## src/rtl/mult_pipe_pkg.sv

```systemverilog
// Shared stage control record, pipeline depth limits and width helper for mult_pipe_mac.
package mult_pipe_pkg;

  localparam int STAGES_MIN = 2;
  localparam int STAGES_MAX = 4;

  // Control tag that travels with every beat; the product field is appended per instance.
  typedef struct packed {
    logic valid;
    logic a_signed;
    logic b_signed;
    logic acc;
  } stage_ctrl_t;

  function automatic int ext_w(input int w);
    return w + 1;
  endfunction

endpackage

```

## src/rtl/mult_pipe_stage.sv

```systemverilog
// One enable/reset register slice of the mult_pipe_mac pipeline.
module mult_pipe_stage
  import mult_pipe_pkg::*;
#(
  parameter int W = 1
) (
  input  logic         clk,
  input  logic         rst,
  input  logic         en,
  input  logic [W-1:0] data_d,
  output logic [W-1:0] data_q
);

  // NOTE: non-blocking assignment lets every slice capture its neighbour's pre-edge value.
  always_ff @(posedge clk) begin
    // NOTE: rst is tested ahead of en so a reset still clears the slice during a stall.
    if (rst) begin
      data_q <= '0;
    end else if (en) begin
      data_q <= data_d;
    end
  end

endmodule

```

## src/rtl/mult_pipe_mac.sv

```systemverilog
// Pipelined signed/unsigned multiplier with valid tag and global stall enable.
// Define MULT_PIPE_MAC_ACC_EN to add the in_acc port and turn the last stage into an accumulator.
module mult_pipe_mac
  import mult_pipe_pkg::*;
#(
  parameter int WA     = 18,
  parameter int WB     = 18,
  parameter int STAGES = 3,
  parameter int OUT_W  = 36
) (
  input  logic             clk,
  input  logic             rst,
  input  logic             en,
  input  logic             in_valid,
  input  logic [WA-1:0]    a,
  input  logic [WB-1:0]    b,
  input  logic             a_signed,
  input  logic             b_signed,
`ifdef MULT_PIPE_MAC_ACC_EN
  input  logic             in_acc,
`endif
  output logic [OUT_W-1:0] o,
  output logic             out_valid
);

  localparam int PW   = WA + WB;
  localparam int AX_W = ext_w(WA);
  localparam int BX_W = ext_w(WB);

  typedef struct packed {
    stage_ctrl_t     ctrl;
    logic [PW-1:0]   product;
  } beat_t;

  typedef struct packed {
    logic             valid;
    logic [OUT_W-1:0] value;
  } out_rec_t;

  if (STAGES < STAGES_MIN || STAGES > STAGES_MAX) begin : g_bad_stages
    $error("mult_pipe_mac: STAGES must lie in 2..4");
  end
  if (OUT_W < PW) begin : g_bad_out_w
    $error("mult_pipe_mac: OUT_W must be at least WA+WB");
  end

  // Stage 0 carries the raw operands {a, b} in the product field; they are multiplied on the way to stage 1.
  function automatic beat_t multiply(input beat_t op);
    logic signed [AX_W-1:0] ax;
    logic signed [BX_W-1:0] bx;
    logic signed [PW-1:0]   full;
    beat_t                  r;
    ax        = {op.ctrl.a_signed & op.product[PW-1], op.product[PW-1:WB]};
    bx        = {op.ctrl.b_signed & op.product[WB-1], op.product[WB-1:0]};
    full      = PW'(ax) * PW'(bx);
    r.ctrl    = op.ctrl;
    r.product = full;
    return r;
  endfunction

  function automatic logic [OUT_W-1:0] extend(input beat_t bt);
    logic signed [PW-1:0] p_s;
    p_s = bt.product;
    if (bt.ctrl.a_signed | bt.ctrl.b_signed) begin
      return OUT_W'(p_s);
    end
    return OUT_W'(bt.product);
  endfunction

  logic             acc_in;
  beat_t            beat_d [STAGES];
  beat_t            beat_q [STAGES-1];
  out_rec_t         out_d;
  out_rec_t         out_q;
  logic [OUT_W-1:0] ext_product;

`ifdef MULT_PIPE_MAC_ACC_EN
  assign acc_in = in_acc;
`else
  assign acc_in = 1'b0;
`endif

  always_comb begin
    beat_d[0].ctrl.valid    = in_valid;
    beat_d[0].ctrl.a_signed = a_signed;
    beat_d[0].ctrl.b_signed = b_signed;
    beat_d[0].ctrl.acc      = acc_in;
    beat_d[0].product       = {a, b};
    for (int i = 1; i < STAGES; i++) begin
      beat_d[i] = (i == 1) ? multiply(beat_q[0]) : beat_q[i-1];
    end
  end

  always_comb begin
    ext_product = extend(beat_d[STAGES-1]);
    // NOTE: out_d starts from the held value so every path assigns it and no latch is inferred.
    out_d       = out_q;
    out_d.valid = beat_d[STAGES-1].ctrl.valid;
`ifdef MULT_PIPE_MAC_ACC_EN
    if (beat_d[STAGES-1].ctrl.valid) begin
      out_d.value = beat_d[STAGES-1].ctrl.acc ? out_q.value + ext_product : ext_product;
    end
`else
    out_d.value = ext_product;
`endif
  end

`ifndef MULT_PIPE_MAC_ACC_EN
  logic unused_acc;
  assign unused_acc = beat_d[STAGES-1].ctrl.acc;
`endif

  for (genvar i = 0; i < STAGES; i++) begin : g_stage
    if (i < STAGES - 1) begin : g_pipe
      mult_pipe_stage #(.W($bits(beat_t))) u_stage (
        .clk    (clk),
        .rst    (rst),
        .en     (en),
        .data_d (beat_d[i]),
        .data_q (beat_q[i])
      );
    end else begin : g_out
      mult_pipe_stage #(.W($bits(out_rec_t))) u_stage (
        .clk    (clk),
        .rst    (rst),
        .en     (en),
        .data_d (out_d),
        .data_q (out_q)
      );
    end
  end

  assign o         = out_q.value;
  assign out_valid = out_q.valid;

endmodule

```

## config.mk

```make
export PLATFORM = sky130hd
export DESIGN_NAME = mult_pipe_mac
export DESIGN_NICKNAME = d
export VERILOG_FILES = /design/src/rtl/mult_pipe_pkg.sv /design/src/rtl/mult_pipe_stage.sv /design/src/rtl/mult_pipe_mac.sv
export SDC_FILE = /design/constraint.sdc
export NUM_CORES = 1
export LEC_CHECK = 0
export BUFFER_PORTS_ARGS = -buffer_cell sky130_fd_sc_hd__buf_4
export CAP_MARGIN = 20
export CORE_MARGIN = 10
export CORE_UTILIZATION = 59
export DETAILED_ROUTE_END_ITERATION = 6
export PLACE_DENSITY_LB_ADDON = 0.2
export SETUP_SLACK_MARGIN = 0.02
export SLEW_MARGIN = 15
export SYNTH_ARGS = -nofsm -noshare
export SYNTH_HDL_FRONTEND = slang
export SYNTH_HIERARCHICAL = 1
export SYNTH_SLANG_ARGS = --single-unit
```

## constraint.sdc

```tcl
create_clock -name clk -period 6.82 [get_ports clk]
set_input_delay 0 -clock clk [delete_from_list [all_inputs] [get_ports clk]]
set_output_delay 0 -clock clk [all_outputs]
set_load 0.02 [all_outputs]
```

After elaboration in Yosys (flattened, before gate mapping). Index checks and enable logic that the tools add are counted. Widths: inputs -> output; s select.

Bitwise gates (word level): 3. Multiplexer cells: 3. $mul: 1.

Operator list (number): $mux 36 (2); $mul 19x19->36 (1); $and 1x1->1 (2); $mux 1 (1); $or 1x1->1 (1).

Logic and storage cells: 10. Flip-flop bits (word level): 115. Input port bits: 42. Output and inout bits: 37.

Depth between registers and ports, before layout.
Depth in word-level cells: 3. Depth in mapped cells: 28. Depth with buffers taken out: 26.

Hierarchy. The synthesis kept the hierarchy.

By module, submodules not included: mult_pipe_mac (cells an instance 1467, instances 1, area an instance 13171.4 sq um); mult_pipe_stage (g_stage[0].g_pipe.u_stage ...) (cells an instance 129, instances 2, area an instance 1457.6 sq um); mult_pipe_stage (g_stage[2].g_out.u_stage) (cells an instance 119, instances 1, area an instance 1341.3 sq um).

Worst setup path after synthesis. No wires, ideal clock.

Kind: register to register. Start point: reg g_stage[0].g_pipe.u_stage.data_q[32]. End point: reg g_stage[1].g_pipe.u_stage.data_q[30]. Buffers on the path: 2. Setup slack: 0.264 ns. Stages on the path, launching flop included: 26. Clock period less this slack: 6.556 ns. Required time: 6.692 ns. Data arrival time: 6.428 ns. Path through: dfxtp_1 -> clkbuf_1 -> clkbuf_1 -> nand2_1 -> fa_1 -> inv_1 -> fa_1 -> inv_1 -> fa_1 -> inv_1 -> fa_1 -> fa_1 -> fa_1 -> inv_1 -> fa_1 -> inv_1 -> ha_1 -> a21oi_1 -> and2_1 -> o21ai_0 -> a221oi_2 -> o41ai_4 -> a31oi_1 -> xnor2_1 -> mux2i_1 -> nor2_1.

RTL lines: start, declared (line mult_pipe_stage.sv:11) `output logic [W-1:0] data_q`; start signal, assigned (line mult_pipe_stage.sv:20) `data_q <= data_d;`; end signal, assigned (line mult_pipe_stage.sv:20); end, declared (line mult_pipe_stage.sv:11).

==> reports/metrics.cfg <==
[status]
status = finished clean

[finish]
mostFrequentLayoutCells = 386 x inv_1, 355 x fa_1, 212 x nand2_1
insertedDiodeCount = 0
area_growth_syn_to_layout_pct = 12.7
drive_gt1_share_pct = 11.5
fin_util_pct = 67.7
final_area_um2 = 19500
fin_nets = 2456
final_common_cell = inv_1
fillCellCount = 2301

[hold_path]
hp-start = rst
worstHoldPathCells = 2
hold_end = g_stage[0].g_pipe.u_stage/data_q[39]$_SDFFE_PP0P_
min_path_type = primary input to register

[critical_path]
max_stage_delay_ns = 0.69
cpMostUsedCell = fa_1
rr_worst_depth = 25
path_class = register to register
crit_required_ns = 7.11
path_max_fanout = 10
worstSetupStartpointType = register
endpoint_kind = register
arrival_ns = 6.85
rr_startpoint = g_stage[0].g_pipe.u_stage/data_q[19]$_SDFFE_PP0P_
rr_endpoint = g_stage[1].g_pipe.u_stage/data_q[35]$_SDFFE_PP0P_
ff2ff_setup_slack_ns = 0.27
crit_slowest_cell = dfxtp_1

[grt]
grt_pass1_wl_mm = 70.9
antenna_found_initial = 0
grt_pass1_vias = 13503
grt_max_degree = 61
grt_use_total_pct = 24.7
gr-total-overflow = 0

[flow_run]
max_cap_violations = 0

[synth]
synth_nets = 2336
ys_warn_count = 6
synth_area_per_cell_um2 = 9.44
netlist_area_um2 = 17300
synth_cells = 1831

[route]
drt_first_pass_iters = 5
first_iter_violations = 742
final_antenna_net_count = 0
routedWlPerCell_um = 18.4
via_per_inst = 5.34
dr_total_vias = 12550
wirelength_mm = 43.2
drc = 0

[pwr]
switchingPower_uw = 1010
combPwrFrac_pct = 36.2
seqPwrFrac_pct = 29.0
p_int_uw = 1640
leakagePower_uw = 0.0102
peakVddDrop_uv = 165
power_switching_share_pct = 38.1
p_per_area_nw_per_um2 = 136
clkPwrFrac_pct = 34.7

[die]
die_w_um = 191
fp.dieH_um = 191
dieArea_um2 = 36500
ios = 79
initial_core_util_pct = 60.1
core_um2 = 28800
num_rows = 62

[clocking]
cts_max_path_buffers = 2
cts_tree = done
cts.clk_slew.worst_paths_ns = 0.07
cts_root_buf = clkbuf_16
cts_buffers = 17
cts_max_level = 4
insertion_delay_ns = 0.43
clock_sinks = 113

[placed_design]
gp_congestion = 0.940
numPortBuffers = 78
dpl-instance-area_um2 = 18400
hpwl_mm = 35.5

[timing]
slew_headroom_pct = 30.9
tightest_slew_ns = 1.04
tns_ns = 0
fin_skew_ns = 0.0143
hold_ws_ns = 0.0736
slew_viol_final = 0
finalCritPeriodShare_pct = 96.1
rsz0062_at_grt = no
hold_viol = 0
finalSetupViolCount = 0
max_clock_freq_mhz = 153
min_period_ns = 6.55

## per-layer routing
layer | vias to the layer above | wire [um] | GRT usage [%]
li1 | 5685 | - | -
met3 | 81 | 2100 | 3.59
met2 | 339 | 22700 | 44.1
met1 | 6445 | 17300 | 30.8
met4 | 0 | 1110 | 6.01
met5 | - | 0 | 0
## critical path, delay by kind of cell (launching register included)
| kind | cells | cell delay, ns |
|---|---|---|
| buffers and inverters | 7 | 0.75 |
| xor gates and xnor gates | 1 | 0.12 |
| adders and majority gates | 8 | 3.43 |
| and+or+nand+nor | 2 | 0.12 |
| DFF | 1 | 0.69 |
| muxes | 1 | 0.14 |
| AOI/OAI and AO/OA | 6 | 1.14 |
## stage by stage
stage / cells / total power [uW] / setup slack [ns]
floorplan: 1831 / 1400 / 0.268
global placement: 2275 / 1710 / 0.144
detailed placement: 2276 / 1730 / 0.0292
CTS: 2347 / 2670 / 0.0866
global route: 2348 / 2810 / 0.00538
finish: 2348 / 2660 / 0.265
## power by group through the flow
stage               Combinational, uW  Clock [uW]  Sequential (uW)
floorplan                         639           0              761
global placement                  924           0              782
detailed placement                945           0              782
CTS                               967         933              768
global route                     1070         963              778
finish                            963         923              771
## registers in the layout, summed over array words and instances, names as in the netlist
name                           flops
g_stage.g_out.u_stage/data_q      37
g_stage.g_pipe.u_stage/data_q     76
## worst max path at each step
| stage | start | endpoint | slack, ns | cells after the start |
|---|---|---|---|---|
| global route | g_stage[0].g_pipe.u_stage/data_q[19]$_SDFFE_PP0P_ | g_stage[1].g_pipe.u_stage/data_q[35]$_SDFFE_PP0P_ | 0.005 | 25 |
| global placement | g_stage[0].g_pipe.u_stage/data_q[29]$_SDFFE_PP0P_ | g_stage[1].g_pipe.u_stage/data_q[30]$_SDFFE_PP0P_ | 0.14 | 22 |
| CTS | g_stage[0].g_pipe.u_stage/data_q[1]$_SDFFE_PP0P_ | g_stage[1].g_pipe.u_stage/data_q[35]$_SDFFE_PP0P_ | 0.09 | 24 |
| floorplan | g_stage[0].g_pipe.u_stage/data_q[32]$_SDFFE_PP0P_ | g_stage[1].g_pipe.u_stage/data_q[30]$_SDFFE_PP0P_ | 0.27 | 25 |
| detailed placement | g_stage[0].g_pipe.u_stage/data_q[25]$_SDFFE_PP0P_ | g_stage[1].g_pipe.u_stage/data_q[35]$_SDFFE_PP0P_ | 0.03 | 24 |
| finish | g_stage[0].g_pipe.u_stage/data_q[19]$_SDFFE_PP0P_ | g_stage[1].g_pipe.u_stage/data_q[35]$_SDFFE_PP0P_ | 0.27 | 25 |
## final cells by class
type	count	area [um^2]	share of cell area, %
clock buffers	17	425	2.18
clock inverters	15	173	0.886
inverters	388	1460	7.48
multi-input cells	1238	13100	67.0
flip-flops and latches	113	2300	11.8
well taps	384	480	2.47
repair buffers	193	1600	8.19
## timing repair
| item | 4_1_cts | 5_1_grt |
|---|---|---|
| endpoints found under the hold margin | 39 | 0 |
| gates resized for setup | 1 | 34 |
| buffers inserted | 0 | 1 |
| setup endpoints to repair | 2 | 11 |
| hold buffers | 39 | 0 |
| pin swaps | 0 | 3 |
(Power assumes the default switching activity.)
